[src/rtl/demod_pkg.sv]
// Shared definitions for the demod bit packer: register map, field positions,
// control register layout and the bit placement helper used by the packer.
package demod_pkg;

    // Register offsets within the 16-byte block
    localparam logic [3:0] OFF_CTRL = 4'h0;
    localparam logic [3:0] OFF_STAT = 4'h4;
    localparam logic [3:0] OFF_DATA = 4'h8;

    // CTRL bit indices
    localparam int CTRL_EN        = 0;
    localparam int CTRL_IQ        = 1;
    localparam int CTRL_MSB_FIRST = 2;
    localparam int CTRL_LOCK_GATE = 3;
    localparam int CTRL_FLUSH     = 4;

    // STAT field positions
    localparam int STAT_FILL_LSB = 0;
    localparam int STAT_OVERFLOW = 8;
    localparam int STAT_LOCK     = 9;
    localparam int STAT_PCNT_LSB = 10;
    localparam int STAT_PCNT_W   = 6;

    // Packed word geometry
    localparam int WORD_W = 32;
    localparam int PCNT_W = 5;

    // Stored CTRL bits; member order matches CTRL[3:0]
    typedef struct packed {
        logic lock_gate;
        logic msb_first;
        logic iq;
        logic en;
    } ctrl_t;

    // Drop one bit into the word at the slot selected by the fill position
    function automatic logic [WORD_W-1:0] place_bit(
        input logic [WORD_W-1:0] word,
        input logic [PCNT_W-1:0] pos,
        input logic              msb_first,
        input logic              b
    );
        logic [WORD_W-1:0] w;
        w = word;
        if (msb_first) begin
            w[5'd31 - pos] = b;
        end else begin
            w[pos] = b;
        end
        return w;
    endfunction

endpackage

[src/rtl/bit_word_fifo.sv]
// Synchronous word FIFO for packed demod words. Push into a full FIFO is
// dropped unless a pop happens in the same cycle; pop on empty is ignored.
// Flush empties the FIFO and wins over a simultaneous push.
module bit_word_fifo #(
    parameter int DEPTH = 16,
    parameter int CNT_W = 5,
    parameter int WIDTH = 32
) (
    input  logic             clk,
    input  logic             reset_n,
    input  logic             push,
    input  logic [WIDTH-1:0] push_data,
    input  logic             pop,
    input  logic             flush,
    output logic [WIDTH-1:0] head,
    output logic [CNT_W-1:0] fill,
    output logic             full,
    output logic             empty,
    output logic             dropped
);

    localparam int PTR_W = $clog2(DEPTH);

    logic [WIDTH-1:0] mem [DEPTH];
    logic [PTR_W-1:0] wr_ptr;
    logic [PTR_W-1:0] rd_ptr;
    logic [CNT_W-1:0] count;
    logic             do_pop;
    logic             do_push;

    assign full    = (count == CNT_W'(DEPTH));
    assign empty   = (count == '0);
    assign do_pop  = pop && !empty && !flush;
    assign do_push = push && !flush && (!full || do_pop);
    assign dropped = push && !flush && !do_push;
    assign fill    = count;
    assign head    = empty ? '0 : mem[rd_ptr];

    // Storage write
    // NOTE: the data array has no reset; only pointers and count define validity.
    always_ff @(posedge clk) begin
        if (do_push) begin
            mem[wr_ptr] <= push_data;
        end
    end

    // Pointer and occupancy bookkeeping
    // NOTE: sequential state uses non-blocking assignments so all flops update together.
    always_ff @(posedge clk or negedge reset_n) begin
        if (!reset_n) begin
            wr_ptr <= '0;
            rd_ptr <= '0;
            count  <= '0;
        end else if (flush) begin
            wr_ptr <= '0;
            rd_ptr <= '0;
            count  <= '0;
        end else begin
            if (do_push) wr_ptr <= wr_ptr + 1'b1;
            if (do_pop)  rd_ptr <= rd_ptr + 1'b1;
            count <= count + CNT_W'(do_push) - CNT_W'(do_pop);
        end
    end

endmodule

[src/rtl/demod_bit_packer.sv]
// Packs I (and optionally interleaved Q) demod bits into 32-bit words, queues
// them in a FIFO and exposes CTRL/STAT/DATA on the ORed register bus.
module demod_bit_packer
    import demod_pkg::*;
#(
    parameter logic [11:0] BASE_ADDR  = 12'h200,
    parameter int          FIFO_DEPTH = 16,
    parameter int          CNT_W      = 5
) (
    input  logic        clk,
    input  logic        reset_n,
    input  logic        rd,
    input  logic        wr0,
    input  logic        wr1,
    input  logic        wr2,
    input  logic        wr3,
    input  logic [11:0] addr,
    input  logic [31:0] din,
    output logic [31:0] dout,
    input  logic        iDataClk,
    input  logic        iBit,
    input  logic        qDataClk,
    input  logic        qBit,
    input  logic        bitsyncLock,
    output logic        fifoNotEmpty
);

    // Bus decode
    logic sel;
    logic hit_ctrl;
    logic hit_stat;
    logic hit_data;
    logic wr_ctrl;

    assign sel      = (addr[11:4] == BASE_ADDR[11:4]);
    assign hit_ctrl = sel && (addr[3:0] == OFF_CTRL);
    assign hit_stat = sel && (addr[3:0] == OFF_STAT);
    assign hit_data = sel && (addr[3:0] == OFF_DATA);
    assign wr_ctrl  = wr0 && hit_ctrl;

    // Control state and edge-detect history
    ctrl_t ctrl_q;
    logic  i_clk_prev;
    logic  q_clk_prev;
    logic  lock_prev;
    logic  rd_prev;
    logic  overflow_q;

    // Captured bit events, one cycle after the strobe edge
    logic  i_take_q;
    logic  i_bit_q;
    logic  q_take_q;
    logic  q_bit_q;

    // Partial word
    logic [WORD_W-1:0] word_q;
    logic [PCNT_W-1:0] pcnt_q;
    logic [WORD_W-1:0] word_next;
    logic [PCNT_W-1:0] pcnt_next;
    logic              pack_push;
    logic [WORD_W-1:0] pack_word;

    // Discard sources and bit acceptance
    logic flush;
    logic en_fall;
    logic lock_fall;
    logic discard;
    logic accept;
    logic pop;

    assign flush     = wr_ctrl && din[CTRL_FLUSH];
    assign en_fall   = wr_ctrl && ctrl_q.en && !din[CTRL_EN];
    assign lock_fall = lock_prev && !bitsyncLock && ctrl_q.lock_gate;
    assign discard   = flush || en_fall || lock_fall;
    assign accept    = ctrl_q.en && (!ctrl_q.lock_gate || bitsyncLock) && !discard;
    assign pop       = rd_prev && !rd && hit_data;

    // FIFO
    logic [WORD_W-1:0] fifo_head;
    logic [CNT_W-1:0]  fifo_fill;
    logic              fifo_full;
    logic              fifo_empty;
    logic              fifo_dropped;

    bit_word_fifo #(
        .DEPTH (FIFO_DEPTH),
        .CNT_W (CNT_W),
        .WIDTH (WORD_W)
    ) u_fifo (
        .clk       (clk),
        .reset_n   (reset_n),
        .push      (pack_push && !discard),
        .push_data (pack_word),
        .pop       (pop),
        .flush     (flush),
        .head      (fifo_head),
        .fill      (fifo_fill),
        .full      (fifo_full),
        .empty     (fifo_empty),
        .dropped   (fifo_dropped)
    );

    assign fifoNotEmpty = !fifo_empty;

    // Control register, strobe history and sticky overflow
    always_ff @(posedge clk or negedge reset_n) begin
        if (!reset_n) begin
            ctrl_q     <= '0;
            i_clk_prev <= 1'b0;
            q_clk_prev <= 1'b0;
            lock_prev  <= 1'b0;
            rd_prev    <= 1'b0;
            overflow_q <= 1'b0;
        end else begin
            if (wr_ctrl) begin
                ctrl_q <= ctrl_t'(din[CTRL_LOCK_GATE:CTRL_EN]);
            end
            i_clk_prev <= iDataClk;
            q_clk_prev <= qDataClk;
            lock_prev  <= bitsyncLock;
            rd_prev    <= rd;
            if (fifo_dropped) begin
                overflow_q <= 1'b1;
            end else if (wr1 && hit_stat && din[STAT_OVERFLOW]) begin
                overflow_q <= 1'b0;
            end
        end
    end

    // Capture accepted rising strobe edges together with their data bits
    always_ff @(posedge clk or negedge reset_n) begin
        if (!reset_n) begin
            i_take_q <= 1'b0;
            i_bit_q  <= 1'b0;
            q_take_q <= 1'b0;
            q_bit_q  <= 1'b0;
        end else begin
            i_take_q <= iDataClk && !i_clk_prev && accept;
            i_bit_q  <= iBit;
            q_take_q <= qDataClk && !q_clk_prev && accept && ctrl_q.iq;
            q_bit_q  <= qBit;
        end
    end

    // Pack up to two bits per cycle, I before Q, completing at most one word
    always_comb begin
        logic [1:0] take;
        logic [1:0] bits;
        // NOTE: every combinational output is defaulted first so no latch is inferred.
        word_next = word_q;
        pcnt_next = pcnt_q;
        pack_push = 1'b0;
        pack_word = '0;
        take      = {q_take_q, i_take_q};
        bits      = {q_bit_q, i_bit_q};
        for (int s = 0; s < 2; s++) begin
            if (take[s]) begin
                word_next = place_bit(word_next, pcnt_next, ctrl_q.msb_first, bits[s]);
                if (pcnt_next == 5'd31) begin
                    pack_push = 1'b1;
                    pack_word = word_next;
                    word_next = '0;
                    pcnt_next = '0;
                end else begin
                    pcnt_next = pcnt_next + 5'd1;
                end
            end
        end
    end

    // Partial word register; any discard source drops the word in progress
    always_ff @(posedge clk or negedge reset_n) begin
        if (!reset_n) begin
            word_q <= '0;
            pcnt_q <= '0;
        end else if (discard) begin
            word_q <= '0;
            pcnt_q <= '0;
        end else begin
            word_q <= word_next;
            pcnt_q <= pcnt_next;
        end
    end

    // Read mux onto the ORed bus; zero unless selected during a read
    always_comb begin
        logic [31:0] stat;
        stat = '0;
        stat[STAT_FILL_LSB +: CNT_W]       = fifo_fill;
        stat[STAT_OVERFLOW]                = overflow_q;
        stat[STAT_LOCK]                    = bitsyncLock;
        stat[STAT_PCNT_LSB +: STAT_PCNT_W] = STAT_PCNT_W'(pcnt_q);
        dout = '0;
        if (rd) begin
            if (hit_ctrl) dout = {28'b0, ctrl_q};
            if (hit_stat) dout = stat;
            if (hit_data) dout = fifo_head;
        end
    end

    // Bus lanes and bits with no writable register behind them
    logic unused_bus;
    assign unused_bus = ^{wr2, wr3, din[31:9], din[7:5], fifo_full};

endmodule

[config.mk]
export PLATFORM = sky130hd
export DESIGN_NAME = demod_bit_packer
export DESIGN_NICKNAME = d
export VERILOG_FILES = /design/src/rtl/demod_pkg.sv /design/src/rtl/bit_word_fifo.sv /design/src/rtl/demod_bit_packer.sv
export SDC_FILE = /design/constraint.sdc
export NUM_CORES = 1
export LEC_CHECK = 0
export ABC_AREA = 1
export BUFFER_PORTS_ARGS = -buffer_cell sky130_fd_sc_hd__buf_4
export CAP_MARGIN = 20
export CORE_ASPECT_RATIO = 1.75
export CORE_UTILIZATION = 45
export CTS_BUF_LIST = sky130_fd_sc_hd__clkbuf_8
export DETAILED_ROUTE_END_ITERATION = 7
export PLACE_DENSITY_LB_ADDON = 0.1
export SYNTH_ARGS = -nofsm -noshare
export SYNTH_HDL_FRONTEND = slang
export SYNTH_HIERARCHICAL = 1
export SYNTH_SLANG_ARGS = --single-unit
[constraint.sdc]
create_clock -name clk -period 8.5 [get_ports clk]
set_input_delay 1.275 -clock clk [delete_from_list [all_inputs] [get_ports clk]]
set_output_delay 1.275 -clock clk [all_outputs]
set_load 0.03 [all_outputs]
After elaboration in Yosys (flattened, before gate mapping)

Memory sizes are Yosys's and may differ from the RTL's.
Index checks and enable logic that the tools add are counted.
Widths: inputs -> output; s select.

Bits in registers: 63
Logic and storage cells: 137
Input port bits: 56
Output and inout port bits: 33
Memories kept: 1
RAM bits: 512
Latch bits: 0
ROM bits: 0

Div/mod/pow operators: 0
Equality and inequality tests: 6
$mul: 0
Order comparisons: 8
Shift-type cells: 0
Add/subtract/negate cells: 8
Reduce and logical (&&, ||, !) cells: 50
Muxes and demuxes: 46
Bitwise logic cells: 0

Memory list:

| name       | words | bits a word | read ports | clocked after memory_dff | write ports | RTL line            | source |
|---|---|---|---|---|---|---|---|
| u_fifo.mem | 16    | 32          | 1          | 0                        | 1           | bit_word_fifo.sv:24 | `logic [WIDTH-1:0] mem [DEPTH];` |

Operator list:

| kind                | count |
|---|---|
| $mux 32             | 15 |
| $bwmux 32           | 4 |
| $logic_and 1x1->1   | 30 |
| $mux 5              | 6 |
| $lt 5x6->1 const B  | 4 |
| $demux 1 s5         | 4 |
| $ge 5x1->1 const B  | 4 |
| $mux 4              | 5 |
| $eq 5x5->1 const B  | 3 |
| $mux 1              | 12 |
| $logic_not 1->1     | 11 |
| $add 5x1->5 const B | 2 |
| $sub 5x5->5 const A | 2 |
| $add 4x1->4 const B | 2 |
| $eq 8x6->1 const B  | 1 |
| $reduce_bool 2->1   | 3 |
| $add 5x1->5         | 1 |
| $logic_not 5->1     | 1 |
| $sub 5x1->5         | 1 |
| $eq 4x3->1 const B  | 1 |
| $eq 4x4->1 const B  | 1 |
| $logic_not 4->1     | 1 |
| $logic_or 1x1->1    | 4 |

Longest topological paths before layout

Depth after elaboration: 14
Gate-level depth with buffers: 28
Mapped depth without buffers: 25

Modules after synthesis

The synthesis kept the hierarchy.

By module, submodules not included:

| module           | area an instance (um^2) | times used | cells an instance | seq. area each (um^2) |
|---|---|---|---|---|
| bit_word_fifo    | 21,594.5                | 1          | 1,899             | 15,700.1 |
| demod_bit_packer | 6,269.8                 | 1          | 1,162             | 1,251.2 |

Worst setup path before layout

No wires, ideal clock.

Path type: register to register
From: register pcnt_q[0]
To: memory u_fifo.mem[0][0], enable pin
Data arrival time: 5,391 ps
Cell stages (with the launch flop): 22
Required time: 8,039 ps
Buffers on the path: 4
Library setup time: 461 ps
Slack: 2,647 ps
Clock period less this slack: 5,853 ps
Cell sequence: dfrtp_1 ha_1 buf_2 clkbuf_1 inv_1 nor2_1 ha_1 nor2_1 a22oi_1 inv_1 ha_1 buf_1 inv_1 nor3_1 ha_1 nand2_1 a21oi_1 inv_1 nor2_1 nand2_1 buf_2 nor3_1

Word-level cells in the longest chain between the ends: 11
Elaborated cells between the ends (all ways): 14
Those cells by class: 1 x add/sub; 2 x eq/ne; 8 x mux; 3 x reduce/logical

Ends and longest elaborated chain:

| item                                      | RTL line                                         | source |
|---|---|---|
| start: declaration                        | demod_bit_packer.sv:57                           | `logic [PCNT_W-1:0] pcnt_q;` |
| start signal: assignment                  | demod_bit_packer.sv:181                          | `pcnt_q <= pcnt_next;` |
| $add 5x1->5 or $eq 5x5->1 (tied branches) | demod_bit_packer.sv:165, demod_bit_packer.sv:159 |  |
| $mux 5                                    | demod_bit_packer.sv:159                          | `if (pcnt_next == 5'd31) begin` |
| $mux 5                                    | demod_bit_packer.sv:157                          | `if (take[s]) begin` |
| $eq 5x5->1                                | demod_bit_packer.sv:159                          |  |
| $mux 1                                    | demod_bit_packer.sv:159                          |  |
| $mux 1 (*)                                | demod_bit_packer.sv:157                          |  |
| $logic_and 1x1->1 (*)                     | demod_bit_packer.sv:92                           | `.push (pack_push && !discard),` |
| $logic_and 1x1->1 (*) (2 in series)       | bit_word_fifo.sv:34                              | `assign do_push = push && !flush && (!full \|\| do_pop);` |
| $mux 1 (*)                                | bit_word_fifo.sv:42                              | `if (do_push) begin` |
| $mux 1 (implied by the code) (*)          | bit_word_fifo.sv:43                              | `mem[wr_ptr] <= push_data;` |
| end: declaration                          | bit_word_fifo.sv:24                              |  |

Mark *: on every way between the ends. The rest lies on a longest branch, timed or not.

Final worst setup path

From: register pcnt_q[0]
To: memory u_fifo.mem[4][5], enable pin

Same word-level chain as after synthesis.

==> results.cfg <==
[outcome]
status = completed

[finish]
fin_nets = 3155
syn_to_final_growth_pct = 9.24
drive_gt1_share_pct = 8.43
final_util_pct = 49.7

[cts]
postCtsSetupRepairBufs = 0
cts_buffers = 83
clock-root-buffer = clkbuf_8
cts.hold.buffers_added = 0
clock-sinks = 575
clk_latency_ns = 0.66
cts_resized = 0
clock_path_buffers = 3
clk_pin_slew_ns = 0.07
htreeDepth = 3
cts_tree = built

[placement]
port_buffers = 60
place_congestion = 0.876
dp_hpwl_um = 45300

[timing]
max-slew-margin-rel_pct = 28.8
rsz0062_at_grt = no
finalSetupViolCount = 0
tns_ns = 0
period_share_pct = 67.2
max_freq_ghz = 0.175
period_needed_ns = 5.71
worst_pin_slew_ns = 1.07
maxSlewViolCount = 0
finalHoldViolCount = 0
clock_skew_ns = 0.0292

[floorplan]
rows = 120
coreArea_mm2 = 0.0613
die_w_um = 190
die_height_um = 331
io_pins = 89
start_util_pct = 45.5
fp.dieArea_mm2 = 0.0629

[critical_path]
max_stage_delay_ns = 0.92
crit_buf_inv = 5
critical_path.startpoint = pcnt_q[0]$_DFF_PN0_
path_depth = 18
r2r_start = pcnt_q[0]$_DFF_PN0_
crit_arrival_ns = 6.03
worstSetupStartpointType = flop
cp_cell_sequence = ha_1 -> inv_1 -> nor2_1 -> ha_1 -> nor2_2 -> a22oi_1 -> inv_1 -> ha_1 -> inv_1 -> nor3_1 -> ha_1 -> nand2_1 -> a21oi_1 -> inv_1 -> nor2_1 -> nand2_1 -> nor3_2 -> buf_4
cp.required_ns = 8.82
worstRegToRegCells = 18
crit_fanout = 22
crit_family = simple AND/OR/NAND/NOR gates
cp_slowest_cell = nor3_2
critPathKind = reg -> reg
endpoint_kind = flop
worstReg2RegEnd = u_fifo/mem[4][5]$_DFFE_PP_
r2r_setup_slack_ns = 2.79

[power]
total_power_mw = 5.70
p_leak_nw = 12.3
peakVddDrop_mv = 0.154
power_density_mw_per_mm2 = 187

[routing]
dr.pass1.iters = 6
wl_per_cell_um = 20.4
num_vias = 21700
drt_iter0_markers = 1772
drc = 0
ant_nets = 0
vias_per_cell = 5.53
routed_wl_um = 80500

[global_routing]
first_global_vias = 21400
grt_overflow = 0
grt_util_all_layers_pct = 25.7
antenna_found_initial = 1
grt_pass1_wl_um = 121000
grt_start_max_net_pins = 194

[flow_run]
drv_cap = 0

[hold_path]
hold_path_depth = 1
min_from = q_clk_prev$_DFF_PN0_
holdPathEnd = q_take_q$_DFF_PN0_
hold_class = reg -> reg

[synthesis]
syn_nets = 3139
synthCells = 3060
synth_area_per_cell_um2 = 9.10
yosysWarnings = 6
synth_area_mm2 = 0.0279
-- final cells by class --
type	count	area (um2)
fill	5827	30800
sequential	575	17000
tap	793	992
inverter	186	706
timing repair buffer	99	768
clock inverter	59	329
multi-input combinational	2131	9410
antenna	1	2.50
clock buffer	92	1270
-- sequential cells by signal, summed over array words and instances, names as in the netlist --
name and cells:
i_clk_prev 1, u_fifo/mem 512, u_fifo/fill 5, q_clk_prev 1
word_q 32, ctrl_q 4, q_take_q 1, q_bit_q 1
overflow_q 1, lock_prev 1, i_bit_q 1, rd_prev 1
pcnt_q 5, i_take_q 1, u_fifo/wr_ptr 4, u_fifo/rd_ptr 4
-- metal layers --
metal | vias to the layer above | wire length [um] | global-route usage, %
met1 | 10500 | 30700 | 29.1
met4 | 0 | 3590 | 13.1
li1 | 10200 | - | -
met3 | 239 | 4360 | 2.98
met5 | - | 0 | 0
met2 | 810 | 41900 | 47.2
-- worst max path at each step --
| stage | endpoint |
|---|---|
| after floorplan | u_fifo/mem[0][0]$_DFFE_PP_ |
| after global placement | u_fifo/mem[4][17]$_DFFE_PP_ |
| after detailed placement | u_fifo/mem[4][17]$_DFFE_PP_ |
| after CTS | dout[8] |
| after global routing | u_fifo/mem[4][5]$_DFFE_PP_ |
| final | u_fifo/mem[4][5]$_DFFE_PP_ |
-- through the flow --
stage,hold WS [ns],instance area (um2),setup WS [ns],std cells
floorplan,0.383,27900,2.65,3060
global placement,0.395,28800,2.94,3783
finish,0.412,30400,2.79,3936
global route,0.424,30400,2.33,3936
CTS,0.416,30400,2.75,3935
detailed placement,0.412,28800,2.87,3784
-- placed cells by master (no fill, tap or decap), drive strengths merged, types with 2 or more instances in the layout --
cell      count
dfrtp        63
o32ai         5
ha           22
xnor2         2
inv         212
o211ai        8
clkbuf       92
nand2      1256
a21o          2
clkinvlp      2
a211oi        2
a21oi       101
bufinv        3
buf          99
nand4        23
nand3       496
or2           5
edfxtp      512
xor2          4
o21ai        13
clkinv       28
nor3         27
nor2        157
-- power by group --
part           leakage (nW)  internal (mW)  switching [mW]
clock network         0.907           1.09            1.05
logic                  7.00          0.146           0.316
registers              4.42           3.07          0.0287
total                  12.3           4.30            1.40
-- worst register-to-register path, delay by kind of cell (launching register included) --
kind / cells / cell delay, ns
and+or+nand+nor: 7 / 2.07
adders and majority gates: 4 / 1.41
buffers and inverters: 5 / 0.97
AOI/OAI and AO/OA: 2 / 0.47
DFF: 1 / 0.43
Power figures use the tool's default switching activity.
